**config.mk**
```make
export PLATFORM = sky130hd
export DESIGN_NAME = prefetch_byte_queue
export DESIGN_NICKNAME = d
export VERILOG_FILES = /design/src/rtl/prefetch_byte_queue.sv
export SDC_FILE = /design/constraint.sdc
export NUM_CORES = 2
export LEC_CHECK = 0
export CAP_MARGIN = 30
export CORE_ASPECT_RATIO = 0.75
export CORE_UTILIZATION = 35
export DETAILED_ROUTE_END_ITERATION = 16
export PLACE_DENSITY = 0.59
export SETUP_SLACK_MARGIN = 0.4
export SYNTH_ARGS = -nofsm -noshare
export SYNTH_HDL_FRONTEND = slang
export SYNTH_SLANG_ARGS = --single-unit
```
**constraint.sdc**
```tcl
create_clock -name clk -period 5.3 [get_ports clk]
set_input_delay 1.06 -clock clk [delete_from_list [all_inputs] [get_ports clk]]
set_output_delay 1.06 -clock clk [all_outputs]
set_load 0.01 [all_outputs]
```
**src/rtl/prefetch_byte_queue.sv**
```systemverilog
// rtl/prefetch_byte_queue.sv - circular byte FIFO between instruction fetch and predecode
module prefetch_byte_queue #(
  parameter int DEPTH     = 32,
  parameter int IN_BYTES  = 4,
  parameter int OUT_BYTES = 8,
  localparam int PW  = $clog2(DEPTH),
  localparam int CW  = $clog2(DEPTH) + 1,
  localparam int PCW = $clog2(IN_BYTES) + 1,
  localparam int OLW = $clog2(OUT_BYTES) + 1
) (
  input  logic                   clk,
  input  logic                   rst,
  input  logic                   flush,
  input  logic                   push_valid,
  input  logic [PCW-1:0]         push_count,
  input  logic [8*IN_BYTES-1:0]  push_data,
  output logic                   push_ready,
  output logic [8*OUT_BYTES-1:0] win_data,
  output logic [OLW-1:0]         win_avail,
  input  logic [OLW-1:0]         pop_len,
  output logic [CW-1:0]          count,
  output logic                   proto_err
);

  logic [7:0]    mem [DEPTH];
  logic [PW-1:0] rd_ptr;
  logic [PW-1:0] wr_ptr;
  logic          push_legal;
  logic          push_err;
  logic          pop_err;
  logic          push_fire;
  logic          pop_fire;
  logic [CW-1:0] push_n;
  logic [CW-1:0] pop_n;

  // Readiness and window size come from registered occupancy only.
  always_comb begin
    push_ready = (CW'(DEPTH) - count) >= CW'(IN_BYTES);
    win_avail  = (count >= CW'(OUT_BYTES)) ? OLW'(OUT_BYTES) : OLW'(count);
    push_legal = (push_count != '0) && (push_count <= PCW'(IN_BYTES));
    push_err   = push_valid && !push_legal;
    pop_err    = pop_len > win_avail;
    push_fire  = push_valid && push_legal && push_ready && !flush;
    pop_fire   = (pop_len != '0) && !pop_err && !flush;
    push_n     = push_fire ? CW'(push_count) : '0;
    pop_n      = pop_fire ? CW'(pop_len) : '0;
  end

  always_comb begin
    win_data = '0;
    for (int i = 0; i < OUT_BYTES; i++) begin
      if (OLW'(i) < win_avail) win_data[8*i +: 8] = mem[rd_ptr + PW'(i)];
    end
  end

  always_ff @(posedge clk) begin
    for (int i = 0; i < IN_BYTES; i++) begin
      if (push_fire && (PCW'(i) < push_count)) mem[wr_ptr + PW'(i)] <= push_data[8*i +: 8];
    end
  end

  always_ff @(posedge clk or posedge rst) begin
    if (rst) begin
      rd_ptr    <= '0;
      wr_ptr    <= '0;
      count     <= '0;
      proto_err <= 1'b0;
    end else if (flush) begin
      rd_ptr    <= '0;
      wr_ptr    <= '0;
      count     <= '0;
      proto_err <= 1'b0;
    end else begin
      rd_ptr    <= rd_ptr + PW'(pop_n);
      wr_ptr    <= wr_ptr + PW'(push_n);
      count     <= count + push_n - pop_n;
      proto_err <= push_err || pop_err;
    end
  end

endmodule

```
==> results.md <==
* Synth area leader: mux4_2
* Kind of critical path: flop to primary output
* Port-buffer cells at 118
* Final ANT Viol Nets at 0
* Gate Count Post-Synth at 2893
* R2R Path Start: wr_ptr[4]$_DFF_PP0_
* Worst-margin pin slew at roughly 1.1 ns
* Row cnt at approximately 90
* Clk_skew at ~0.047 ns
* Syn_area_per_cell at approximately 10 µm²
* Area grow syn2layout at 13.9%
* Dpl ws at 0.564 ns
* Most frequent cells in the layout: nand2_1 (470), mux4_2 (352), nor2_1 (267), edfxtp_1 (256), buf_4 (174)
* DR iter-0 viols at ~6700
* Slowest cell on the critical path: clkdlybuf4s50_1
* WP data required at 4.24 ns
* RR Endpoint: mem[18][3]$_DFFE_PP_
* Synth warnings at 0
* Number of synthesized flops with an enable pin at 256
* Slowest stage delay, CP at 0.55 ns
* Leakage at 11.0 nW
* Slew Limit Fails at 0
* Cell family contributing the most delay on the critical path: buffers and inverters
* Largest cells by area after synthesis: mux4_2 (27%), edfxtp_1 (26%), nand2_1 (6.1%)
* Setup WS post-layout at ~0.43 ns
* Starting Density at 35.4%
* Cell Chain, Critical Path: inv_1, ha_4, buf_12, buf_4, mux4_2, nand2_1, and3_1, a31oi_1, a32o_1, clkdlybuf4s50_1
* Core area at between 80000 and 90000 µm²
* Routed wire length at around 150 mm
* Number of global-route vias before repair at about 26000
* Fmax at around 210 MHz
* Worst-skew pair later-pin latency at roughly 0.66 ns
* TritonCTS Sinks at roughly 270
* Clock buffer depth at 3
* Die W at about 330 µm
* Post-synthesis register bit count at ~270
* RePlAce Congestion at between 1 and 1.5
* Gr usage total at between 30% and 40%
* Distinct cells, synth at slightly below 90
* Arrival time at the worst endpoint at between 3 and 4 ns
* CP Capture Type: primary output
* Routed wire length per instance at approximately 38 µm
* Nets at 3010
* Cell Pwr Density at 436 nW/µm²
* Yosys top cell area share at between 20% and 30%
* Total number of vias at just under 30000
* Post-Syn Area at a little under 30000 µm²
* Vias per std cell at 7.32
* H-Tree Depth at 1
* Ys async rst share at approximately 6.2%
* Post-synthesis sequential area ratio at 27.9%
* Worst R2R Setup Slack at 0.85 ns
* Worst rel slew slack at approximately a quarter
* Ys flop type: edfxtp_1
* Layout fillers at 8032
* Residual DRC at 0
* Min-Delay Path Class: flop to flop
* Hold path depth at 4
* Mapped Nets at approximately 3000
* Total stage count of the critical path at 10
* Antenna violations before repair at 5
* Final worst path period need at roughly 4.9 ns
* Worst Hold Launch: count[5]$_DFF_PP0_
* Root Driver: clkbuf_16
* R2r worst-path depth at 7
* CP bufs+invs at 4
* DR pass1 iterations at 9
* Critical path launch point: rd_ptr[0]$_DFF_PP0_
* IO Count at around 120
* Final setup vio count at 0
* Max IR drop VDD at around 0.00033 V
* Setup Total Neg Slack at 0 ns
* Max Cap Viol at 0
* Pin count of the biggest net entering global routing at 80
* Dpl hpwl at about 120 mm
* Final period util at 91.8%
* CTS buffer count at 29
* Share of layout cells above drive strength 1 at 23.0%
* Global-route wire length before repair at 211 mm
* RSZ-0062 raised after global routing: false
* TritonCTS clock tree: yes
* Worst-path maximum fanout at 37
* Commonest non-fill, non-tap cell in the layout: nand2_1
* CP Launch Type: flop
* Clock transition at path regs at approximately 0.07 ns
* Worst Setup EP: win_data[28]
* Die Height at ~250 µm
* Status: finished, final reports clean
* Die area at around 84000 µm²
* Hold Fails Final Rpt at 0
* GRT Residual Overflow at 0
-- cell type report --
class | count | area [µm²] | share of cell area, %
Tap cell | 1116 | 1400 | 4.22
Multi-Input combinational cell | 2242 | 19600 | 59.0
Inverter | 79 | 299 | 0.903
Clock buffer | 31 | 733 | 2.21
Clock inverter | 22 | 243 | 0.733
Sequential cell | 273 | 8120 | 24.5
Antenna cell | 1 | 2.50 | 0.00755
Timing Repair Buffer | 307 | 2780 | 8.39
-- registers in the layout (all words and copies together), names as in the netlist --
name	cells
wr_ptr	5
rd_ptr	5
mem	256
proto_err	1
count	6
-- where the power goes --
group / internal, mW / switching [mW]
combinational: 4.35 / 5.33
clock: 1.17 / 1.05
sequential: 2.42 / 0.111
total: 7.94 / 6.49
-- per-stage QoR --
stage	total power [mW]	cells	area [µm²]	utilization, %	hold slack (ns)
final	14.4	4071	33100	40.3	0.775
after global routing	14.7	4070	33100	40.3	0.817
after CTS	14.0	4062	33000	40.1	0.783
after detailed placement	11.7	4001	31900	38.8	0.770
after global placement	11.7	3995	31800	38.7	0.786
after floorplan	8.05	2893	29100	-	0.608
-- cell usage after synthesis, types with 48 or more instances --
| cell type | count |
|---|---|
| mux4_2 | 352 |
| a221oi_1 | 172 |
| nand3_1 | 105 |
| nor2_1 | 267 |
| a22o_1 | 48 |
| o31ai_1 | 171 |
| a21oi_1 | 79 |
| buf_2 | 91 |
| edfxtp_1 | 256 |
| o21ai_0 | 96 |
| nand2_1 | 470 |
| clkbuf_1 | 159 |
| inv_1 | 67 |
-- logic make-up after synthesis --
family	Yosys count	synth area share, %
compound gates	773	19.8
xor+xnor	34	1.09
fa+ha+maj	35	1.64
buf+inv	378	5.42
flops	273	27.9
mux	378	28.2
simple gates	1022	16.0
-- worst min-delay path, delay by kind of cell, from the launching register on --
| family | cells | cell delay (ns) |
|---|---|---|
| flops | 1 | 0.40 |
| xor+xnor | 1 | 0.11 |
| simple gates | 1 | 0.04 |
| buf+inv | 1 | 0.06 |
| fa+ha+maj | 1 | 0.13 |
-- layer usage --
metal | vias to the layer above | global-route usage (%) | part of all wire [%]
met5 | - | 0 | 0.050
li1 | 11674 | - | -
met1 | 14477 | 49.8 | 37
met4 | 4 | 12.8 | 5.7
met3 | 533 | 21.2 | 21
met2 | 3107 | 43.8 | 35
-- how the worst min path moves through the flow --
stage	endpoint	slack, ns
3_5_place_dp	count[5]$_DFF_PP0_	0.77
3_3_place_gp	count[5]$_DFF_PP0_	0.79
5_1_grt	count[5]$_DFF_PP0_	0.82
4_1_cts	count[5]$_DFF_PP0_	0.78
2_1_floorplan	rd_ptr[0]$_DFF_PP0_	0.61
6_report	count[5]$_DFF_PP0_	0.77
-- repair_timing --
item,4_1_cts,5_1_grt
hold buffers,0,0
endpoints found under the hold margin,0,0
pin swaps,1,0
endpoints found under the setup margin,59,42
resized for setup,8,11
cloned,1,1
setup buffers,7,6
(Power assumes the default switching activity.)
